<file path="src/rtl/mul_seq.sv">
// Sequencer in front of booth_multiplier: accepts one signed 32x32 request, pulses mul_start,
// waits on armed mul_done under a TIMEOUT, then returns a formatted product; MUL_SEQ_BYPASS_EN adds the 0/1 operand shortcut.
module mul_seq #(
   parameter int unsigned TIMEOUT = 127
) (
   input  logic        clk,
   input  logic        rst_n,
   input  logic        req_valid,
   output logic        req_ready,
   input  logic [31:0] req_a,
   input  logic [31:0] req_b,
   input  logic [1:0]  req_op,
   output logic        rsp_valid,
   input  logic        rsp_ready,
   output logic [63:0] rsp_data,
   output logic        rsp_err,
   output logic [31:0] mul_m,
   output logic [31:0] mul_q,
   output logic        mul_start,
   input  logic [63:0] mul_result,
   input  logic        mul_done,
   output logic        busy
);

   typedef enum logic [1:0] {S_IDLE, S_ISSUE, S_WAIT, S_RESP} state_t;

   state_t      state_q, state_d;
   logic [31:0] m_q, m_d, q_q, q_d;
   logic [1:0]  op_q, op_d;
   logic [7:0]  cnt_q, cnt_d;
   logic        armed_q, armed_d;
   logic [63:0] data_q, data_d;
   logic        err_q, err_d;

   function automatic logic [63:0] fmt(input logic [1:0] op, input logic [63:0] p);
      case (op)
         2'b01:   fmt = {32'b0, p[31:0]};
         2'b10:   fmt = {32'b0, p[63:32]};
         default: fmt = p;
      endcase
   endfunction

   always_ff @(posedge clk or negedge rst_n) begin
      if (!rst_n) begin
         state_q <= S_IDLE;
         m_q     <= '0;
         q_q     <= '0;
         op_q    <= '0;
         cnt_q   <= '0;
         armed_q <= 1'b0;
         data_q  <= '0;
         err_q   <= 1'b0;
      end else begin
         state_q <= state_d;
         m_q     <= m_d;
         q_q     <= q_d;
         op_q    <= op_d;
         cnt_q   <= cnt_d;
         armed_q <= armed_d;
         data_q  <= data_d;
         err_q   <= err_d;
      end
   end

   always_comb begin
      state_d = state_q;
      m_d     = m_q;
      q_d     = q_q;
      op_d    = op_q;
      cnt_d   = cnt_q;
      armed_d = armed_q;
      data_d  = data_q;
      err_d   = err_q;
      case (state_q)
         S_IDLE: begin
            if (req_valid) begin
               m_d  = req_a;
               q_d  = req_b;
               op_d = req_op;
               if (req_op == 2'b11) begin
                  data_d  = '0;
                  err_d   = 1'b1;
                  state_d = S_RESP;
               end
`ifdef MUL_SEQ_BYPASS_EN
               else if (req_a == 32'd0 || req_b == 32'd0) begin
                  data_d  = '0;
                  err_d   = 1'b0;
                  state_d = S_RESP;
               end else if (req_a == 32'd1) begin
                  data_d  = fmt(req_op, {{32{req_b[31]}}, req_b});
                  err_d   = 1'b0;
                  state_d = S_RESP;
               end else if (req_b == 32'd1) begin
                  data_d  = fmt(req_op, {{32{req_a[31]}}, req_a});
                  err_d   = 1'b0;
                  state_d = S_RESP;
               end
`endif
               else begin
                  state_d = S_ISSUE;
               end
            end
         end
         S_ISSUE: begin
            cnt_d   = '0;
            armed_d = 1'b0;
            state_d = S_WAIT;
         end
         S_WAIT: begin
            cnt_d = cnt_q + 8'd1;
            // A done seen before any low sample belongs to the previous operation.
            if (!mul_done) armed_d = 1'b1;
            if (armed_q && mul_done) begin
               data_d  = fmt(op_q, mul_result);
               err_d   = 1'b0;
               state_d = S_RESP;
            end else if (cnt_d == 8'(TIMEOUT)) begin
               data_d  = '0;
               err_d   = 1'b1;
               state_d = S_RESP;
            end
         end
         S_RESP: begin
            if (rsp_ready) state_d = S_IDLE;
         end
         default: state_d = S_IDLE;
      endcase
   end

   assign req_ready = (state_q == S_IDLE);
   assign busy      = (state_q != S_IDLE);
   assign mul_start = (state_q == S_ISSUE);
   assign rsp_valid = (state_q == S_RESP);
   assign rsp_data  = data_q;
   assign rsp_err   = err_q;
   assign mul_m     = m_q;
   assign mul_q     = q_q;

endmodule

</file>
<file path="config.mk">
export PLATFORM = sky130hd
export DESIGN_NAME = mul_seq
export DESIGN_NICKNAME = d
export VERILOG_FILES = /design/src/rtl/mul_seq.sv
export SDC_FILE = /design/constraint.sdc
export NUM_CORES = 1
export LEC_CHECK = 0
export BUFFER_PORTS_ARGS = -buffer_cell sky130_fd_sc_hd__buf_2
export CAP_MARGIN = 20
export CORE_MARGIN = 2
export CORE_UTILIZATION = 40
export CTS_CLUSTER_DIAMETER = 40
export CTS_CLUSTER_SIZE = 20
export DETAILED_ROUTE_END_ITERATION = 12
export HOLD_SLACK_MARGIN = 0.1
export PLACE_DENSITY = 0.7
export SETUP_SLACK_MARGIN = 0.1
export SYNTH_ARGS = -nofsm -noshare
export SYNTH_HDL_FRONTEND = slang
export SYNTH_SLANG_ARGS = --single-unit
</file>
<file path="constraint.sdc">
create_clock -name clk -period 4.99 [get_ports clk]
set_clock_uncertainty 0.15 [all_clocks]
set_input_delay 0.499 -clock clk [delete_from_list [all_inputs] [get_ports clk]]
set_output_delay 0.499 -clock clk [all_outputs]
set_load 0.05 [all_outputs]
</file>
# Word level (Yosys, flattened, before mapping)
# Cells that the tools add are included.
[op_classes] add_sub_neg=1 eq_ne=12 mux=20 n_reduce_logical=9
[op_table] operator="64-bit two-way mux" n=4
[op_table] operator="64-bit case mux with 2 select lines" n=2
[op_table] operator="8-bit case mux with 2 select lines" n=1
[op_table] operator="2-bit two-way mux" n=5
[op_table] operator="8-bit by 1-bit adder with 8-bit output (second input constant)" n=1
[op_table] operator="2-bit equality test (second input constant)" n=4
[op_table] operator="8-bit by 7-bit equality test with 1-bit output (second input constant)" n=1
[op_table] operator="2-bit case mux with 4 select lines" n=1
[op_table] operator="2-bit nonzero test" n=3
[op_table] operator="1-bit two-way mux" n=5
[op_table] operator="2-bit by 1-bit equality test with 1-bit output (second input constant)" n=2
[op_table] operator="2-bit by 1-bit inequality test with 1-bit output (second input constant)" n=2
[op_table] operator="2-bit inequality test (second input constant)" n=2
[op_table] operator="1-bit case mux with 2 select lines" n=2
[op_table] operator="2-bit AND reduction" n=2
[op_table] operator="4-bit AND reduction" n=1
[op_table] operator="3-bit inequality test (second input constant)" n=1
[op_table] operator="3-bit AND reduction" n=1
[op_table] operator="2-bit zero test" n=1
[op_table] operator="1-bit logical AND" n=1
[word_totals] ff_bits=142 word_cells=50

# Depth between registers and ports, before layout
[logic_depth] word_depth=5 depth_mapped=10

# Worst setup path before layout
# OpenSTA, ideal clock, no wires.
[synth_path] kind="register -> register" start="register state_q[0]" end="register data_q[33], in the netlist rsp_data[33]" setup_slack_ps=2438 t_required_ps=4773 arrival_ps=2335 setup_ps=67 path_stages_with_launch=10 cell_sequence="dfrtp_1 inv_1 ha_1 nand2_1 o22ai_1 nor2b_1 and2_1 clkbuf_1 clkbuf_1 a22o_1"
[synth_between] elab_chain_len=3 word_cells_on_any_way=8 classes_between="4 x eq/ne; 1 x mux; 3 x reduce/logical"
[synth_rtl] item="from (decl)" line_no="27" text="state_t state_q, state_d;"
[synth_rtl] item="from (signal assigned)" line_no="54" text="state_q <= state_d;"
[synth_rtl] item="2-bit zero test (*)"
[synth_rtl] item="via req_ready" line_no="9" text="output logic req_ready,"
[synth_rtl] item="2-bit by 1-bit inequality test with 1-bit output (no line), or another cell as far along"
[synth_rtl] item="4-bit AND reduction (no line)"
[synth_rtl] item="to (signal assigned)" line_no="60" text="data_q <= data_d;"
[synth_rtl] item="to (decl)" line_no="32" text="logic [63:0] data_q, data_d;"
# The timed path passes the listed nets; every way through them passes the cells marked *.
# A chain may end at the register's enable or synchronous reset.

# Worst setup path in the final report
[layout_path] start="register cnt_q[1]" end="register data_q[2], in the netlist rsp_data[2]"
[layout_between] elab_chain_len=4
[layout_rtl] item="from (decl)" line_no="30" text="logic [7:0] cnt_q, cnt_d;"
[layout_rtl] item="from (signal assigned)" line_no="58" text="cnt_q <= cnt_d;"
[layout_rtl] item="8-bit by 1-bit adder with 8-bit output" line_no="111" text="cnt_d = cnt_q + 8'd1;"
[layout_rtl] item="8-bit by 7-bit equality test with 1-bit output" line_no="118" text="end else if (cnt_d == 8'(TIMEOUT)) begin"
[layout_rtl] item="3-bit inequality test (no line)"
[layout_rtl] item="4-bit AND reduction (no line)"
# No other way between the ends.

==> impl_metrics.ini <==
[routing]
drt_iter0_markers = 169
drc = 0
wl_per_cell_um = 17.2
via_count = 4610
drt-total-wl_um = 15200
viasPerCell = 5.23
ant_nets = 0
drtPass1Iterations = 4

[flow_run]
max-cap-violations = 0

[power]
power_switching_share = 0.464
powerDensity_nw_per_um2 = 733
switching_power_uw = 2760
p_leak_uw = 0.00428
total_power_uw = 5930
vdd.ir_drop.worst_uv = 478
combPwrFrac = 0.484
clkPwrFrac = 0.218
p_seq_frac = 0.298
p_int_uw = 3180

[yosys]
ys_seq_area_frac = 0.599
synth-edff-count = 0
synth_warnings = 0
ys_ff_latch = 142
synth_fp_nets = 561
synth_top_area_share = 0.599
synth_top_cells_by_area = dfrtp_1 (60%), mux2_2 (16%), a22o_1 (9.4%), mux2_4 (4.0%), ha_1 (1.7%)
ys.flop_type = dfrtp_1
netlist_instances = 418
async_reset_ff_frac = 1.00
synth_area_leader_cell = dfrtp_1
postSynthAreaPerCell_um2 = 14.2
post_synth_instance_area_um2 = 5940
synth_cell_type_count = 35

[timing]
hold_violations = 0
period_needed_ns = 2.80
slew_headroom = 0.358
worst_pin_slew_ns = 0.963
fin_tns_setup_ns = 0
slew_viol_final = 0
fmax_mhz = 358
timing.final.crit_share = 0.560
setup_violations = 0
rsz0062_at_grt = false
worst_slack_ns = 2.19

[clock_network]
cts_sinks = 142
htreeDepth = 4
clk_pin_slew_ns = 0.06
numCtsBuffers = 17
clk_latency_ns = 0.41
cts_setup_buffers = 0
cts-root-buf = clkbuf_16
cts_tree = done
clock_path_buffers = 2
cts_resized = 0
cts_hold_buf = 1

[setup_path]
end_kind = flop
arrival_ns = 2.93
cp_data_required_time_ns = 5.13
crit_fanout = 65
crit_type = flop to flop
start_kind = flop

[cells_and_area]
nNetsFinal = 828
fillerInstances = 1259
layout_common_cells = buf_2 (266), dfrtp_1 (142), mux2_2 (82)
antennaDiodeCount = 0
drive_gt1_frac = 0.582
final_common_cell = buf_2
final_cells = 882
syn2layout_area_growth_pct = 36.3

[global_routing]
first_global_vias = 4829
grt-ovfl-total = 0
antenna_found_initial = 0
grtUsageTotal = 0.194
grt_pass1_wl_um = 24600
grt_max_degree = 108

[placement]
gp_congestion = 0.893
hpwlAfterDp_um = 10900
dp_slack_ns = 1.91
port_buffers = 267
dp_cells = 848

[die]
core_area_um2 = 14500
row_count = 44
pin_count = 268
die_h_um = 126
fp.dieW_um = 126
initial_core_util = 0.408
dieArea_um2 = 15800

[min_path]
hold_class = primary input to flop

[outcome]
status = complete, no violations
sequential cells by signal, summed over array words and instances (netlist names):
name      cells
rsp_data     64
mul_m        32
mul_q        32
cnt_q         8
op_q          2
state_q       2
armed_q       1
rsp_err       1
per-stage QoR:
| step | cell area [um2] | util | hold slack, ns |
|---|---|---|---|
| after floorplan | 5940 | - | 0.0534 |
| after global placement | 7450 | 0.512 | 0.328 |
| after detailed placement | 7450 | 0.512 | 0.329 |
| after CTS | 8060 | 0.555 | 0.147 |
| after global routing | 8090 | 0.557 | 0.142 |
| final | 8090 | 0.557 | 0.167 |
path summary, 6_finish.rpt:
check	startpoint	endpoint	slack, ns	cells after the start
max	cnt_q[1]	rsp_data[2]	2.19	7
min reg2reg	rsp_data[34]	rsp_data[34]	0.35	1
min	req_b[7]	mul_q[7]	0.17	2
min in group asynchronous	rst_n	rsp_data[25]	0.63	2
max in group asynchronous	rst_n	mul_q[17]	3.01	3
max reg2reg	cnt_q[1]	rsp_data[2]	2.19	7
cell families after synthesis:
group | synth area share
compound gates | 0.120
mux | 0.201
flops | 0.599
fa+ha+maj | 0.0169
buf+inv | 0.0274
simple gates | 0.0362
power groups by stage:
stage / Clock [uW] / Combinational [uW] / Sequential (uW)
after floorplan: 0 / 892 / 3080
after CTS: 1330 / 2890 / 1770
after global placement: 0 / 2850 / 1760
after global routing: 1390 / 3010 / 1820
final: 1290 / 2870 / 1770
after detailed placement: 0 / 2880 / 1780
synthesized netlist by cell type, types with 3 or more instances:
library cell,number
a21oi_1,4
a22o_1,64
and3_1,3
buf_2,4
clkbuf_1,18
dfrtp_1,142
ha_1,8
inv_1,11
mux2_2,82
mux2_4,16
mux2i_1,3
nand2_1,13
nand3_1,6
nor2_1,4
nor2b_1,5
o21ai_0,10
o31ai_1,3
per-layer routing:
metal / global-route usage / vias up / wire length (um)
met5: 0 / - / 0
met4: 0.0756 / 0 / 299
met3: 0.0616 / 21 / 1320
met2: 0.319 / 242 / 7430
met1: 0.241 / 2277 / 6120
li1: - / 2070 / -
worst max-delay path, cell delays in order (launching register included):
cell	delay, ns
dfrtp_1	0.45
ha_1	0.29
and3_1	0.20
nand4_1	0.11
a222oi_1	0.61
o21ai_4	0.06
buf_4	0.37
mux2_2	0.39
final cells by class:
type,count,area (um2),area share
clock buffer,20,447,0.0552
inverter,11,41.3,0.00510
tap,184,230,0.0285
clock inverter,12,160,0.0198
sequential,142,3550,0.439
timing repair buffer,274,1420,0.175
multi-input combinational,239,2240,0.277
Power figures use the tool's default switching activity.
